**src/rtl/adc_pkg.sv**
```systemverilog
// Shared definitions for the ADC scan path: scheduler state encoding,
// default result width and the channel-index width helper.
package adc_pkg;

  typedef enum logic [1:0] {
    IDLE    = 2'd0,
    SETTLE  = 2'd1,
    CONVERT = 2'd2,
    RELEASE = 2'd3
  } state_t;

  localparam int RES_W_DEF = 8;

  // Width of a channel index; a single channel still needs one bit.
  function automatic int ch_w(input int n);
    return (n > 1) ? $clog2(n) : 1;
  endfunction

endpackage

```
**src/rtl/rr_arbiter.sv**
```systemverilog
// Round-robin pick: first requesting channel strictly after last_grant,
// wrapping around. Purely combinational.
module rr_arbiter
  import adc_pkg::*;
#(
  parameter int NCH = 4,
  localparam int CW = ch_w(NCH)
) (
  input  logic [NCH-1:0] req,
  input  logic [CW-1:0]  last_grant,
  output logic           any_req,
  output logic [CW-1:0]  grant_idx
);

  logic [CW-1:0] idx;

  // Scan last_grant+1 .. last_grant+NCH; the last step revisits last_grant
  // itself so a lone requester can be granted back-to-back.
  always_comb begin
    any_req   = 1'b0;
    grant_idx = last_grant;
    idx       = '0;
    for (int i = 1; i <= NCH; i++) begin
      idx = CW'((int'(last_grant) + i) % NCH);
      if (!any_req && req[idx]) begin
        any_req   = 1'b1;
        grant_idx = idx;
      end
    end
  end

endmodule

```
**src/rtl/adc_scan_scheduler.sv**
```systemverilog
// Shares one SAR ADC controller and its input mux among NCH requesters:
// round-robin grant, mux settle, go/valid handshake with timeout, and a
// one-cycle result/ack (or err) pulse back to the winner.
module adc_scan_scheduler
  import adc_pkg::*;
#(
  parameter int NCH           = 4,
  parameter int RES_W         = RES_W_DEF,
  parameter int SETTLE_CYCLES = 2,
  parameter int TIMEOUT       = 32,
  localparam int CW           = ch_w(NCH)
) (
  input  logic             clk,
  input  logic             rst,
  input  logic [NCH-1:0]   req,
  output logic [NCH-1:0]   ack,
  output logic [RES_W-1:0] data,
  output logic [CW-1:0]    data_ch,
  output logic             data_valid,
  output logic             err,
  output logic             busy,
  output logic [CW-1:0]    mux_sel,
  output logic             adc_go,
  input  logic             adc_valid,
  input  logic [RES_W-1:0] adc_result
);

  localparam int SW = 4;
  localparam int TW = $clog2(TIMEOUT);

  state_t        state;
  logic [CW-1:0] last_grant;
  logic [SW-1:0] settle_cnt;
  logic [TW-1:0] to_cnt;
  logic          any_req;
  logic [CW-1:0] grant_idx;

  rr_arbiter #(.NCH(NCH)) u_arb (
    .req        (req),
    .last_grant (last_grant),
    .any_req    (any_req),
    .grant_idx  (grant_idx)
  );

  // Scheduler FSM with registered outputs. The result/err pulse is loaded on
  // the CONVERT->RELEASE transition so it is visible exactly during the
  // RELEASE cycle; the success/timeout outcome is decided right there, so no
  // separate pending flag needs to be kept.
  always_ff @(posedge clk) begin
    if (rst) begin
      state      <= IDLE;
      last_grant <= CW'(NCH - 1);
      settle_cnt <= '0;
      to_cnt     <= '0;
      mux_sel    <= '0;
      adc_go     <= 1'b0;
      busy       <= 1'b0;
      ack        <= '0;
      data       <= '0;
      data_ch    <= '0;
      data_valid <= 1'b0;
      err        <= 1'b0;
    end else begin
      ack        <= '0;
      data_valid <= 1'b0;
      err        <= 1'b0;
      case (state)
        IDLE: begin
          if (any_req) begin
            mux_sel    <= grant_idx;
            last_grant <= grant_idx;
            settle_cnt <= SW'(SETTLE_CYCLES - 1);
            busy       <= 1'b1;
            state      <= SETTLE;
          end
        end
        SETTLE: begin
          if (settle_cnt == '0) begin
            to_cnt <= '0;
            adc_go <= 1'b1;
            state  <= CONVERT;
          end else begin
            settle_cnt <= settle_cnt - 1'b1;
          end
        end
        CONVERT: begin
          // A result on the final timeout cycle still counts as success.
          if (adc_valid) begin
            data       <= adc_result;
            data_ch    <= last_grant;
            data_valid <= 1'b1;
            ack        <= NCH'(1) << last_grant;
            adc_go     <= 1'b0;
            state      <= RELEASE;
          end else if (to_cnt == TW'(TIMEOUT - 1)) begin
            err    <= 1'b1;
            adc_go <= 1'b0;
            state  <= RELEASE;
          end else begin
            to_cnt <= to_cnt + 1'b1;
          end
        end
        RELEASE: begin
          busy  <= 1'b0;
          state <= IDLE;
        end
        default: state <= IDLE;
      endcase
    end
  end

endmodule
```
**config.mk**
```make
export PLATFORM = sky130hd
export DESIGN_NAME = adc_scan_scheduler
export DESIGN_NICKNAME = d
export VERILOG_FILES = /design/src/rtl/adc_pkg.sv /design/src/rtl/rr_arbiter.sv /design/src/rtl/adc_scan_scheduler.sv
export SDC_FILE = /design/constraint.sdc
export NUM_CORES = 1
export LEC_CHECK = 0
export ABC_AREA = 1
export CORE_MARGIN = 3
export CORE_UTILIZATION = 31
export CTS_CLUSTER_DIAMETER = 30
export CTS_CLUSTER_SIZE = 40
export DETAILED_ROUTE_END_ITERATION = 8
export PLACE_DENSITY_LB_ADDON = 0.15
export SYNTH_ARGS = -nofsm -noshare
export SYNTH_HDL_FRONTEND = slang
export SYNTH_SLANG_ARGS = --single-unit
export TNS_END_PERCENT = 30
```
**constraint.sdc**
```tcl
create_clock -name clk -period 4.6 [get_ports clk]
set_input_delay 1.38 -clock clk [delete_from_list [all_inputs] [get_ports clk]]
set_output_delay 1.38 -clock clk [all_outputs]
set_load 0.1 [all_outputs]
```
Yosys cells after proc, flatten, opt, wreduce, memory -nomap -nowiden

Index checks and enable logic that the tools add are counted.

Register bits after elaboration: 33
Bits in latches: 0
RAM bits: 0
ROM bits: 0
Bits of input ports: 15
Output and inout port bits: 20
Logic and storage cells: 92
Memories: 0

Add/sub/neg operators: 6
$mul: 0
Divide/modulo/power cells: 0
Order comparisons: 4
Equality and inequality tests: 10
Shift-type cells: 1
Mux-type cells: 36
Bitwise operators: 2
Reduce and logical (&&, ||, !) cells: 21

Operators by type and width:

| cell                  | number |
|---|---|
| $mux W2               | 8 |
| $mux W5               | 3 |
| $mux W1               | 14 |
| $lt A2 B3 Y1 const B  | 4 |
| $ne A2 B2 Y1 const B  | 5 |
| $pmux W5 S2           | 1 |
| $reduce_and A3 Y1     | 3 |
| $bmux W1 S2           | 4 |
| $mux W4               | 2 |
| $pmux W2 S4           | 1 |
| $pmux W4 S2           | 1 |
| $reduce_and A2 Y1     | 3 |
| $reduce_bool A2 Y1    | 3 |
| $reduce_or A3 Y1      | 2 |
| $add A5 B1 Y5 const B | 1 |
| $eq A5 B5 Y1 const B  | 1 |
| $add A2 B1 Y2 const B | 2 |
| $add A2 B2 Y2 const B | 2 |
| $eq A2 B2 Y1 const B  | 2 |
| $logic_not A4 Y1      | 1 |
| $pmux W1 S2           | 2 |
| $reduce_and A4 Y1     | 1 |
| $shl A1 B2 Y4 const A | 1 |
| $sub A4 B1 Y4 const B | 1 |
| 7 further kinds       | 12 |

Logic depth before layout (Yosys ltp)

Depth after elaboration: 15
Mapped depth: 12

By module

From an unflattened synthesis, not the netlist that was laid out.

Cells, all modules: 241
Area total of the unflattened synthesis: 1664.1 um^2

By module, submodules not included:

| module             | times used | cells each | area an instance (um^2) | seq. area each (um^2) |
|---|---|---|---|---|
| adc_scan_scheduler | 1          | 195        | 1432.6                  | 660.6 |
| rr_arbiter         | 1          | 46         | 231.5                   | 0.0 |

Worst setup path before layout

OpenSTA, ideal clock, no wires.

Kind: flip-flop to output port
From: register data_ch[1]
To: output port data_ch[1]
Data arrival time: 0.925 ns
Setup slack: 2.295 ns
Stages on the path, launching flop included: 1
Cells stage by stage: dfxtp_1

RTL lines:

| element                | line                     | text |
|---|---|---|
| from (decl)            | adc_scan_scheduler.sv:18 | `output logic [CW-1:0] data_ch,` |
| from (signal assigned) | adc_scan_scheduler.sv:90 | `data_ch <= last_grant;` |

No word-level cell between the ends.

Final worst setup path

From: register mux_sel[0]
To: output port mux_sel[0]

RTL lines:

| element                | line                     | text |
|---|---|---|
| from (decl)            | adc_scan_scheduler.sv:22 | `output logic [CW-1:0] mux_sel,` |
| from (signal assigned) | adc_scan_scheduler.sv:70 | `mux_sel <= grant_idx;` |

No word-level cell between the ends.

==> results.yml <==
worst_setup_path:
  worst-setup-path-type: "reg2out"
  cp.arrival_ps: 1760
  end_kind: "primary output"
  cp.depth: 1
  reg2regPathDepth: 6
  slowest_delay_ps: 1150
  critPathMaxFanout: 2
  cp_data_required_time_ps: 3220
  cp-start-kind: "register"
  crit_chain: "clkdlybuf4s50_1"
  critical_path.top_delay_family: "buffers and inverters"
  cp_slowest_cell: "clkdlybuf4s50_1"
  path_buf_inv: 1
yosys:
  syn-num-nets: 250
  ys_seq_elements: 33
  postSynthCellCount: 226
  synth_cell_types: 30
  ys_seq_area_share_pct: 39.7
  synth_top_area_share_pct: 39.7
  syn_area_sq_um: 1660
  syn_area_per_cell_sq_um: 7.36
  synth.area.top_cells: "dfxtp_1 40%, nand2_1 10%, nor2_1 7.7%, ha_1 6.8%, nand2_2 5.6%"
  yosys.area.top_type: "dfxtp_1"
  ys_warn_count: 0
finish:
  mostFrequentLayoutCells: "45 x nand2_1, 34 x nor2_1, 34 x clkdlybuf4s50_1, 33 x dfxtp_1, 18 x nand3_1"
  finalNonFillerCells: 332
  layout_commonest_cell: "nand2_1"
  layout-drive-gt1-share_pct: 11.5
  nets: 285
  synthToLayoutAreaGrowth_pct: 28.3
  nFillCells: 572
  diodes: 0
clocking:
  cts_buffer_depth: 2
  cts_max_level: 2
  cts-buffers-inserted: 5
  postCtsSetupRepairBufs: 0
  clkSlewWorstSetupHoldPaths_ps: 70
  ctsHoldBuffers: 0
  cts_tree: "built"
  clkLatencyLatePin_ps: 270
  clockRootBuffer: "clkbuf_8"
  clkSinkCount: 33
  cts.repair.resized: 0
sta:
  whs_ps: 466
  setup-violations-final: 0
  hold_violations: 0
  drv_slew: 0
  worstMarginPinSlew_ps: 980
  rsz0062_at_grt: "false"
  finalClockSkew_ps: 6.67
  finalCritPeriodShare_pct: 68.3
  post-route-min-period_ps: 3140
  fmax_ghz: 0.318
  fin_ws_ps: 1460
  slew-limit-headroom_pct: 34.4
  fin_tns_setup_ps: 0
global_route:
  grt_pass1_wl_um: 6090
  grt_max_degree: 20
  grt_overflow_total: 0
  grt_pass1_vias: 1381
  gr-usage-all-layers_pct: 12.1
  grt_antenna_before_repair: 0
detailed_routing:
  first_pass_iters: 4
  avgRoutedWirePerCell_um: 10.7
  drtIter0Drc: 49
  postRouteAntennaNets: 0
  drc: 0
  routed_wl_um: 3560
  num_vias: 1463
  drt-vias-per-instance: 4.41
placed_design:
  port_buffers: 34
  hpwl_um: 2640
  routabilityCongestion: 0.758
  post-place-cells: 324
  dpl_worst_slack_ps: 1480
run_status:
  status: "finished, final reports clean"
pwr:
  p_leak_uw: 0.000904
  peakVddDrop_uv: 224
  power_density_nw_per_um2: 658
hold_path:
  min_delay_path_depth: 2
  holdCritPathClass: "reg2reg"
floorplanning:
  die_y_um: 79.3
  initial_core_util_pct: 32.4
  pin_count: 35
  die_w_um: 79.3
  num_rows: 26
  core_area_sq_um: 5140
  dieArea_sq_um: 6280
run:
  maxCapViolations: 0
[logic make-up after synthesis]
group	Yosys count	synth area share, %
simple gates	122	34.5
flops	33	39.7
compound gates	30	9.78
buf+inv	29	7.67
fa+ha+maj	9	6.77
xor+xnor	3	1.58
[metrics by stage]
| step | utilization, % | instance area, sq um | total power, uW |
|---|---|---|---|
| 2_1_floorplan | - | 1660 | 1070 |
| 5_1_grt | 41.6 | 2140 | 1530 |
| 3_5_place_dp | 39.9 | 2050 | 1210 |
| 4_1_cts | 41.6 | 2140 | 1420 |
| 6_report | 41.6 | 2140 | 1410 |
| 3_3_place_gp | 39.9 | 2050 | 1210 |
[power breakdown]
part | total (uW) | internal (uW) | switching, uW
clock | 205 | 105 | 99.8
sequential | 405 | 347 | 57.7
combinational | 796 | 239 | 557
[layout make-up]
type                            instances  area [sq um]  share of cell area [%]
Sequential cell                        33           661                    30.9
Clock buffer                            6          72.6                    3.40
Inverter                               23          88.8                    4.16
Timing Repair Buffer                   34           340                    15.9
Tap cell                               70          87.6                    4.10
Multi-Input combinational cell        164           876                    41.0
Clock inverter                          2          10.0                   0.469
[flip-flops by register name, indices dropped and copies added, names as in the netlist]
register / count
last_grant: 2
mux_sel: 2
ack: 4
data_valid: 1
data_ch: 2
data: 8
state: 2
err: 1
adc_go: 1
settle_cnt: 4
busy: 1
to_cnt: 5
[path summary, 6_finish.rpt]
| check | start | to | slack, ps |
|---|---|---|---|
| worst min register to register | adc_go | adc_go | 470 |
| worst max register to register | state[0] | data_ch[0] | 2750 |
| worst max-delay path | mux_sel[0] | mux_sel[0] | 1460 |
| worst min-delay path | adc_go | adc_go | 470 |
[layer usage]
layer / routed length [um] / vias to the layer above / GRT usage [%]
li1: - / 788 / -
met1: 1820 / 638 / 15.9
met2: 1500 / 35 / 18.1
met3: 211 / 2 / 4.65
met4: 25 / 0 / 3.61
met5: 0 / - / 0
[cells in the mapped netlist, drive strengths merged]
library cell / count
or2: 1
a31oi: 1
xor2: 1
xnor2: 2
nand3b: 1
o21ai: 16
nor2: 35
dfxtp: 33
buf: 3
ha: 9
nor3: 3
inv: 21
o211ai: 1
o211a: 1
a21oi: 10
o2111ai: 1
clkinv: 2
nand4: 2
and2: 1
nand3: 18
clkbuf: 3
nand2: 61
Note: power is estimated with default switching activity, not from simulation.
